<file path="src/rtl/data_memory_arbiter_if.sv">
// Bus between the two data-memory requesters, the arbiter and the data memory.
interface data_memory_arbiter_if #(
  parameter int ADDR_WIDTH = 6
);
  logic                  Req0, Req1;
  logic                  We0, We1;
  logic [ADDR_WIDTH-1:0] Addr0, Addr1;
  logic [31:0]           Wdata0, Wdata1;
  logic                  Ack0, Ack1;
  logic [31:0]           Rdata0, Rdata1;
  logic [ADDR_WIDTH-1:0] MemAddress;
  logic [31:0]           MemWriteData;
  logic                  MemoryRead, MemoryWrite;
  logic [31:0]           MemReadData;
  logic                  Busy;

  // Requesters and the memory drive requests / read data and observe the arbiter
  modport master (
    output Req0, Req1, We0, We1, Addr0, Addr1, Wdata0, Wdata1, MemReadData,
    input  Ack0, Ack1, Rdata0, Rdata1, MemAddress, MemWriteData,
           MemoryRead, MemoryWrite, Busy
  );

  // The arbiter itself
  modport slave (
    input  Req0, Req1, We0, We1, Addr0, Addr1, Wdata0, Wdata1, MemReadData,
    output Ack0, Ack1, Rdata0, Rdata1, MemAddress, MemWriteData,
           MemoryRead, MemoryWrite, Busy
  );
endinterface

</file>
<file path="src/rtl/data_memory_arbiter.sv">
// Two-requester arbiter in front of a single-port data memory.
// Each access takes IDLE -> GRANT -> DONE: the memory is driven during GRANT,
// the winner is acknowledged (with read data passed through) during DONE.
module data_memory_arbiter #(
  parameter int ADDR_WIDTH     = 6,
  parameter bit FIXED_PRIORITY = 1'b0
) (
  input logic                  Clock,
  input logic                  Reset_n,
  data_memory_arbiter_if.slave bus
);
  localparam int DATA_W = 32;

  typedef enum logic [1:0] {IDLE = 2'd0, GRANT = 2'd1, DONE = 2'd2} state_t;

  state_t                state_q, state_d;
  logic                  take;
  logic                  win;
  logic                  sel_we;
  logic [ADDR_WIDTH-1:0] sel_addr;
  logic [DATA_W-1:0]     sel_wdata;

  logic                  last_q;
  logic                  idx_q;
  logic                  we_q;
  logic [ADDR_WIDTH-1:0] mem_addr_q;
  logic [DATA_W-1:0]     mem_wdata_q;
  logic                  mem_rd_q, mem_wr_q;
  logic                  ack0_q, ack1_q;

  // Next state and winner selection; requests are looked at only in IDLE
  always_comb begin
    state_d = state_q;
    take    = 1'b0;
    win     = 1'b0;
    case (state_q)
      IDLE: begin
        if (bus.Req0 || bus.Req1) begin
          take    = 1'b1;
          state_d = GRANT;
          if (bus.Req0 && bus.Req1) win = FIXED_PRIORITY ? 1'b0 : ~last_q;
          else                      win = bus.Req1;
        end
      end
      GRANT:   state_d = DONE;
      DONE:    state_d = IDLE;
      default: state_d = IDLE;
    endcase
  end

  assign sel_we    = win ? bus.We1    : bus.We0;
  assign sel_addr  = win ? bus.Addr1  : bus.Addr0;
  assign sel_wdata = win ? bus.Wdata1 : bus.Wdata0;

  // State register
  always_ff @(posedge Clock or negedge Reset_n) begin
    if (!Reset_n) state_q <= IDLE;
    else          state_q <= state_d;
  end

  // Winner bookkeeping: index and direction survive until the Ack in DONE;
  // LastGrant resets to 1 so requester 0 wins the first tie
  always_ff @(posedge Clock or negedge Reset_n) begin
    if (!Reset_n) begin
      last_q <= 1'b1;
      idx_q  <= 1'b0;
      we_q   <= 1'b0;
    end else if (take) begin
      last_q <= win;
      idx_q  <= win;
      we_q   <= sel_we;
    end
  end

  // Memory-side registers hold the latched address/data only for the GRANT
  // cycle and are zero otherwise; the async clear aborts a write before the
  // memory's negedge commit
  always_ff @(posedge Clock or negedge Reset_n) begin
    if (!Reset_n) begin
      mem_addr_q  <= '0;
      mem_wdata_q <= '0;
      mem_rd_q    <= 1'b0;
      mem_wr_q    <= 1'b0;
    end else begin
      mem_addr_q  <= take ? sel_addr  : '0;
      mem_wdata_q <= take ? sel_wdata : '0;
      mem_rd_q    <= take & ~sel_we;
      mem_wr_q    <= take &  sel_we;
    end
  end

  // One-cycle completion strobe to the latched winner on entry to DONE
  always_ff @(posedge Clock or negedge Reset_n) begin
    if (!Reset_n) begin
      ack0_q <= 1'b0;
      ack1_q <= 1'b0;
    end else begin
      ack0_q <= (state_q == GRANT) && !idx_q;
      ack1_q <= (state_q == GRANT) &&  idx_q;
    end
  end

  assign bus.MemAddress   = mem_addr_q;
  assign bus.MemWriteData = mem_wdata_q;
  assign bus.MemoryRead   = mem_rd_q;
  assign bus.MemoryWrite  = mem_wr_q;
  assign bus.Ack0         = ack0_q;
  assign bus.Ack1         = ack1_q;
  // Memory read data is passed straight through only during a read Ack
  assign bus.Rdata0       = (ack0_q && !we_q) ? bus.MemReadData : '0;
  assign bus.Rdata1       = (ack1_q && !we_q) ? bus.MemReadData : '0;
  assign bus.Busy         = (state_q != IDLE);
endmodule

</file>
<file path="src/flat_wrapper.sv">
// flat-port wrapper written by rule: the top's interface ports become plain ports
module data_memory_arbiter_flat 
#(
  parameter int ADDR_WIDTH     = 6,
  parameter bit FIXED_PRIORITY = 1'b0
)
  (Clock, Reset_n, bus_Req0, bus_Req1, bus_We0, bus_We1, bus_Addr0, bus_Addr1, bus_Wdata0, bus_Wdata1, bus_MemReadData, bus_Ack0, bus_Ack1, bus_Rdata0, bus_Rdata1, bus_MemAddress, bus_MemWriteData, bus_MemoryRead, bus_MemoryWrite, bus_Busy);
  data_memory_arbiter_if #(.ADDR_WIDTH(ADDR_WIDTH)) bus_i ();
  input logic Clock;
  input logic Reset_n;
  input wire logic [$bits(bus_i.Req0)-1:0] bus_Req0;
  input wire logic [$bits(bus_i.Req1)-1:0] bus_Req1;
  input wire logic [$bits(bus_i.We0)-1:0] bus_We0;
  input wire logic [$bits(bus_i.We1)-1:0] bus_We1;
  input wire logic [$bits(bus_i.Addr0)-1:0] bus_Addr0;
  input wire logic [$bits(bus_i.Addr1)-1:0] bus_Addr1;
  input wire logic [$bits(bus_i.Wdata0)-1:0] bus_Wdata0;
  input wire logic [$bits(bus_i.Wdata1)-1:0] bus_Wdata1;
  input wire logic [$bits(bus_i.MemReadData)-1:0] bus_MemReadData;
  output wire logic [$bits(bus_i.Ack0)-1:0] bus_Ack0;
  output wire logic [$bits(bus_i.Ack1)-1:0] bus_Ack1;
  output wire logic [$bits(bus_i.Rdata0)-1:0] bus_Rdata0;
  output wire logic [$bits(bus_i.Rdata1)-1:0] bus_Rdata1;
  output wire logic [$bits(bus_i.MemAddress)-1:0] bus_MemAddress;
  output wire logic [$bits(bus_i.MemWriteData)-1:0] bus_MemWriteData;
  output wire logic [$bits(bus_i.MemoryRead)-1:0] bus_MemoryRead;
  output wire logic [$bits(bus_i.MemoryWrite)-1:0] bus_MemoryWrite;
  output wire logic [$bits(bus_i.Busy)-1:0] bus_Busy;
  assign bus_i.Req0 = bus_Req0;
  assign bus_i.Req1 = bus_Req1;
  assign bus_i.We0 = bus_We0;
  assign bus_i.We1 = bus_We1;
  assign bus_i.Addr0 = bus_Addr0;
  assign bus_i.Addr1 = bus_Addr1;
  assign bus_i.Wdata0 = bus_Wdata0;
  assign bus_i.Wdata1 = bus_Wdata1;
  assign bus_i.MemReadData = bus_MemReadData;
  assign bus_Ack0 = bus_i.Ack0;
  assign bus_Ack1 = bus_i.Ack1;
  assign bus_Rdata0 = bus_i.Rdata0;
  assign bus_Rdata1 = bus_i.Rdata1;
  assign bus_MemAddress = bus_i.MemAddress;
  assign bus_MemWriteData = bus_i.MemWriteData;
  assign bus_MemoryRead = bus_i.MemoryRead;
  assign bus_MemoryWrite = bus_i.MemoryWrite;
  assign bus_Busy = bus_i.Busy;
  data_memory_arbiter #(.ADDR_WIDTH(ADDR_WIDTH), .FIXED_PRIORITY(FIXED_PRIORITY)) u_core (.Clock(Clock), .Reset_n(Reset_n), .bus(bus_i));
endmodule
</file>
<file path="config.mk">
export PLATFORM = sky130hd
export DESIGN_NAME = data_memory_arbiter_flat
export DESIGN_NICKNAME = d
export VERILOG_FILES = /design/src/rtl/data_memory_arbiter_if.sv /design/src/rtl/data_memory_arbiter.sv /design/src/flat_wrapper.sv
export SDC_FILE = /design/constraint.sdc
export NUM_CORES = 1
export LEC_CHECK = 0
export ABC_CLOCK_PERIOD_IN_PS = 2300
export CORE_ASPECT_RATIO = 0.9
export CORE_UTILIZATION = 32
export CTS_CLUSTER_SIZE = 24
export DETAILED_ROUTE_END_ITERATION = 6
export HOLD_SLACK_MARGIN = 0.05
export PLACE_DENSITY_LB_ADDON = 0.1
export SYNTH_ARGS = -nofsm -noshare
export SYNTH_HDL_FRONTEND = slang
export SYNTH_SLANG_ARGS = --single-unit
export TNS_END_PERCENT = 50
</file>
<file path="constraint.sdc">
create_clock -name Clock -period 2.3 [get_ports Clock]
set_input_delay 0.345 -clock Clock [delete_from_list [all_inputs] [get_ports Clock]]
set_output_delay 0.345 -clock Clock [all_outputs]
set_load 0.01 [all_outputs]
</file>
==> impl_metrics.env <==
export IMPL_route_met2_wl_mm=4.41
export IMPL_finalSetupTns_ps=0
export IMPL_cts_buffers=5
export IMPL_grt_overflow=0
export IMPL_yosysSeqAreaShare_pct=51.9
export IMPL_hold_violations=0
export IMPL_post_place_ws_ps=392
export IMPL_drtIter0Drc=65
export IMPL_cts_hold_buffers=0
export IMPL_cap_violations=0
export IMPL_numPortBuffers=220
export IMPL_design_die_area_um2=7430
export IMPL_post_route_drc_count=0
export IMPL_relSlewSlack_pct=61.8
export IMPL_final_cells=495
export IMPL_vias=2326
export IMPL_layout_drive_gt1_share_pct=10.9
export IMPL_ant_nets=0
export IMPL_avgSynthCellArea_um2=12.0
export IMPL_worstSetupStartpointType="flip-flop"
export IMPL_ys_types=22
export IMPL_synth_cells=189
export IMPL_end_kind="output port"
export IMPL_wl_met1_mm=2.91
export IMPL_clkSinkCount=47
export IMPL_clk_pin_slew_ps=80
export IMPL_clock_tree_buffer_depth=2
export IMPL_drt_pass1_iter_count=4
export IMPL_clock_skew_ps=5.88
export IMPL_syn_cell_area_um2=2270
export IMPL_setup_viol=0
export IMPL_placedCellCount=487
export IMPL_r2r_slack_ps=920
export IMPL_drv_slew=0
export IMPL_ff_latch_area_um2=1180
export IMPL_critPathRequiredTime_ps=1960
export IMPL_dieHeight_um=81.9
export IMPL_fin_ws_ps=97.8
export IMPL_initial_core_util_pct=33.7
export IMPL_coreArea_um2=6730
export IMPL_final_common_cell="clkdlybuf4s50_1"
export IMPL_powerDensity_nw_per_um2=862
export IMPL_postCtsResizedCells=0
export IMPL_finalCritPeriodShare_pct=95.7
export IMPL_post_cts_buffers=0
export IMPL_wl_mm=8.03
export IMPL_cts_tree="built"
export IMPL_p_leak_nw=1.89
export IMPL_worstSetupPathType="reg2out"
export IMPL_outcome="completed"
export IMPL_fmax_mhz=454
export IMPL_vias_per_cell=4.70
export IMPL_hp_class="in2async"
export IMPL_nets=518
export IMPL_critPathMaxFanout=32
export IMPL_power_w=0.00399
export IMPL_synth_seq_cells=47
export IMPL_syn_num_nets=303
export IMPL_cts_root_buf="clkbuf_8"
export IMPL_die_w_um=90.8
export IMPL_antenna_found_initial=0
export IMPL_nFillCells=516
export IMPL_areaGrowthSynthToFinish_pct=104
export IMPL_tightest_slew_ps=574
export IMPL_globalplace_congestion=0.750
export IMPL_yosys_warnings=0
export IMPL_row_count=28
export IMPL_ios=221
export IMPL_dr_max_layer_used="met4"
export IMPL_crit_arrival_ps=1860
export IMPL_final_cell_mix="clkdlybuf4s50_1, and2_1, dfrtp_1"
export IMPL_grt_pass1_wl_mm=11.7
export IMPL_grt_pass1_vias=2202
export IMPL_grt_max_degree=48
export IMPL_route_met3_wl_um=646
export IMPL_multi_input_area_um2=970
export IMPL_h_tree_depth=2
export IMPL_ir_drop_mv=0.446
export IMPL_grtUsageTotal_pct=20.4
export IMPL_fin_crit_ps=2200
export IMPL_wl_per_cell_um=16.2
export IMPL_clkLatencyLatePin_ps=300
export IMPL_antenna_cells=0
export IMPL_dp_hpwl_mm=6.24
export IMPL_grt_setup_unrepaired="false"
[final cells by class]
type                       count  share of cell area, %
sequential                    47                   25.4
clock buffer                   8                   2.16
inverter                       3                  0.243
multi-input combinational    120                   20.9
timing repair buffer         227                   48.8
tap                           90                   2.43
[metrics by stage]
stage / hold slack (ps) / cell area, um^2 / utilization [%]
2_1_floorplan: 49.4 / 2270 / -
3_5_place_dp: 468 / 4530 / 67.4
6_report: 120 / 4630 / 68.9
3_3_place_gp: 463 / 4530 / 67.4
5_1_grt: 173 / 4630 / 68.9
4_1_cts: 148 / 4630 / 68.9
[cells by family after synthesis]
logic type	share of synthesized area (%)
buffers and inverters	5.68
and+or+nand+nor	20.7
AOI/OAI and AO/OA	21.7
DFF	51.9
[worst max-delay path: stages (launching register included)]
cell,delay [ps]
dfrtp_1,400
nor2b_1,120
buf_4,260
and2_1,220
clkdlybuf4s50_1,550
[power by group]
group,internal (W),leakage (nW),switching (W),total [W]
Sequential,0.00115,0.606,0.000107,0.00126
Clock,0.000274,0.0515,0.000262,0.000537
Combinational,0.00129,1.23,0.000904,0.00220
[synth_stat cells, drive strengths merged]
cell type / instances / share of area, %
or2: 1 / 0.28
nor2: 1 / 0.50
o21ai: 2 / 0.77
inv: 3 / 0.50
nand2: 1 / 0.17
nor2b: 3 / 0.83
a21boi: 2 / 0.83
a21oi: 1 / 0.22
a21bo: 1 / 0.44
buf: 10 / 3.7
nand3: 1 / 0.22
and3: 1 / 0.28
dfrtp: 46 / 51
clkbuf: 9 / 1.5
and2: 67 / 18
dfstp: 1 / 1.2
a31oi: 1 / 0.55
o221a: 38 / 19
[layer usage]
layer  up-vias  track usage, %
met4         0            4.35
met5         -               0
li1       1104               -
met1      1102            21.7
met3         5            5.83
met2       115            40.2
[flip-flops by register name (all words and copies together) (netlist names)]
register and count:
u_core.bus.Ack1 1, u_core.we_q 1, u_core.bus.MemAddress 6, u_core.bus.MemoryRead 1
u_core.bus.MemoryWrite 1, u_core.bus.MemWriteData 32, u_core.bus.Ack0 1, u_core.state_q 2
u_core.idx_q 1, u_core.last_q 1
[worst paths after layout]
kind | from | to | cells after the start
setup reg to reg | u_core.last_q | u_core.bus.MemAddress[1] | 3
hold reg to reg | u_core.idx_q | u_core.bus.Ack1 | 1
max in group asynchronous | Reset_n | u_core.bus.Ack1 | 2
setup / recovery | u_core.we_q | bus_Rdata0[6] | 4
hold / removal | Reset_n | u_core.bus.MemWriteData[13] | 2
min in group Clock | u_core.idx_q | u_core.bus.Ack1 | 1
Note: power is estimated with default switching activity, not from simulation.
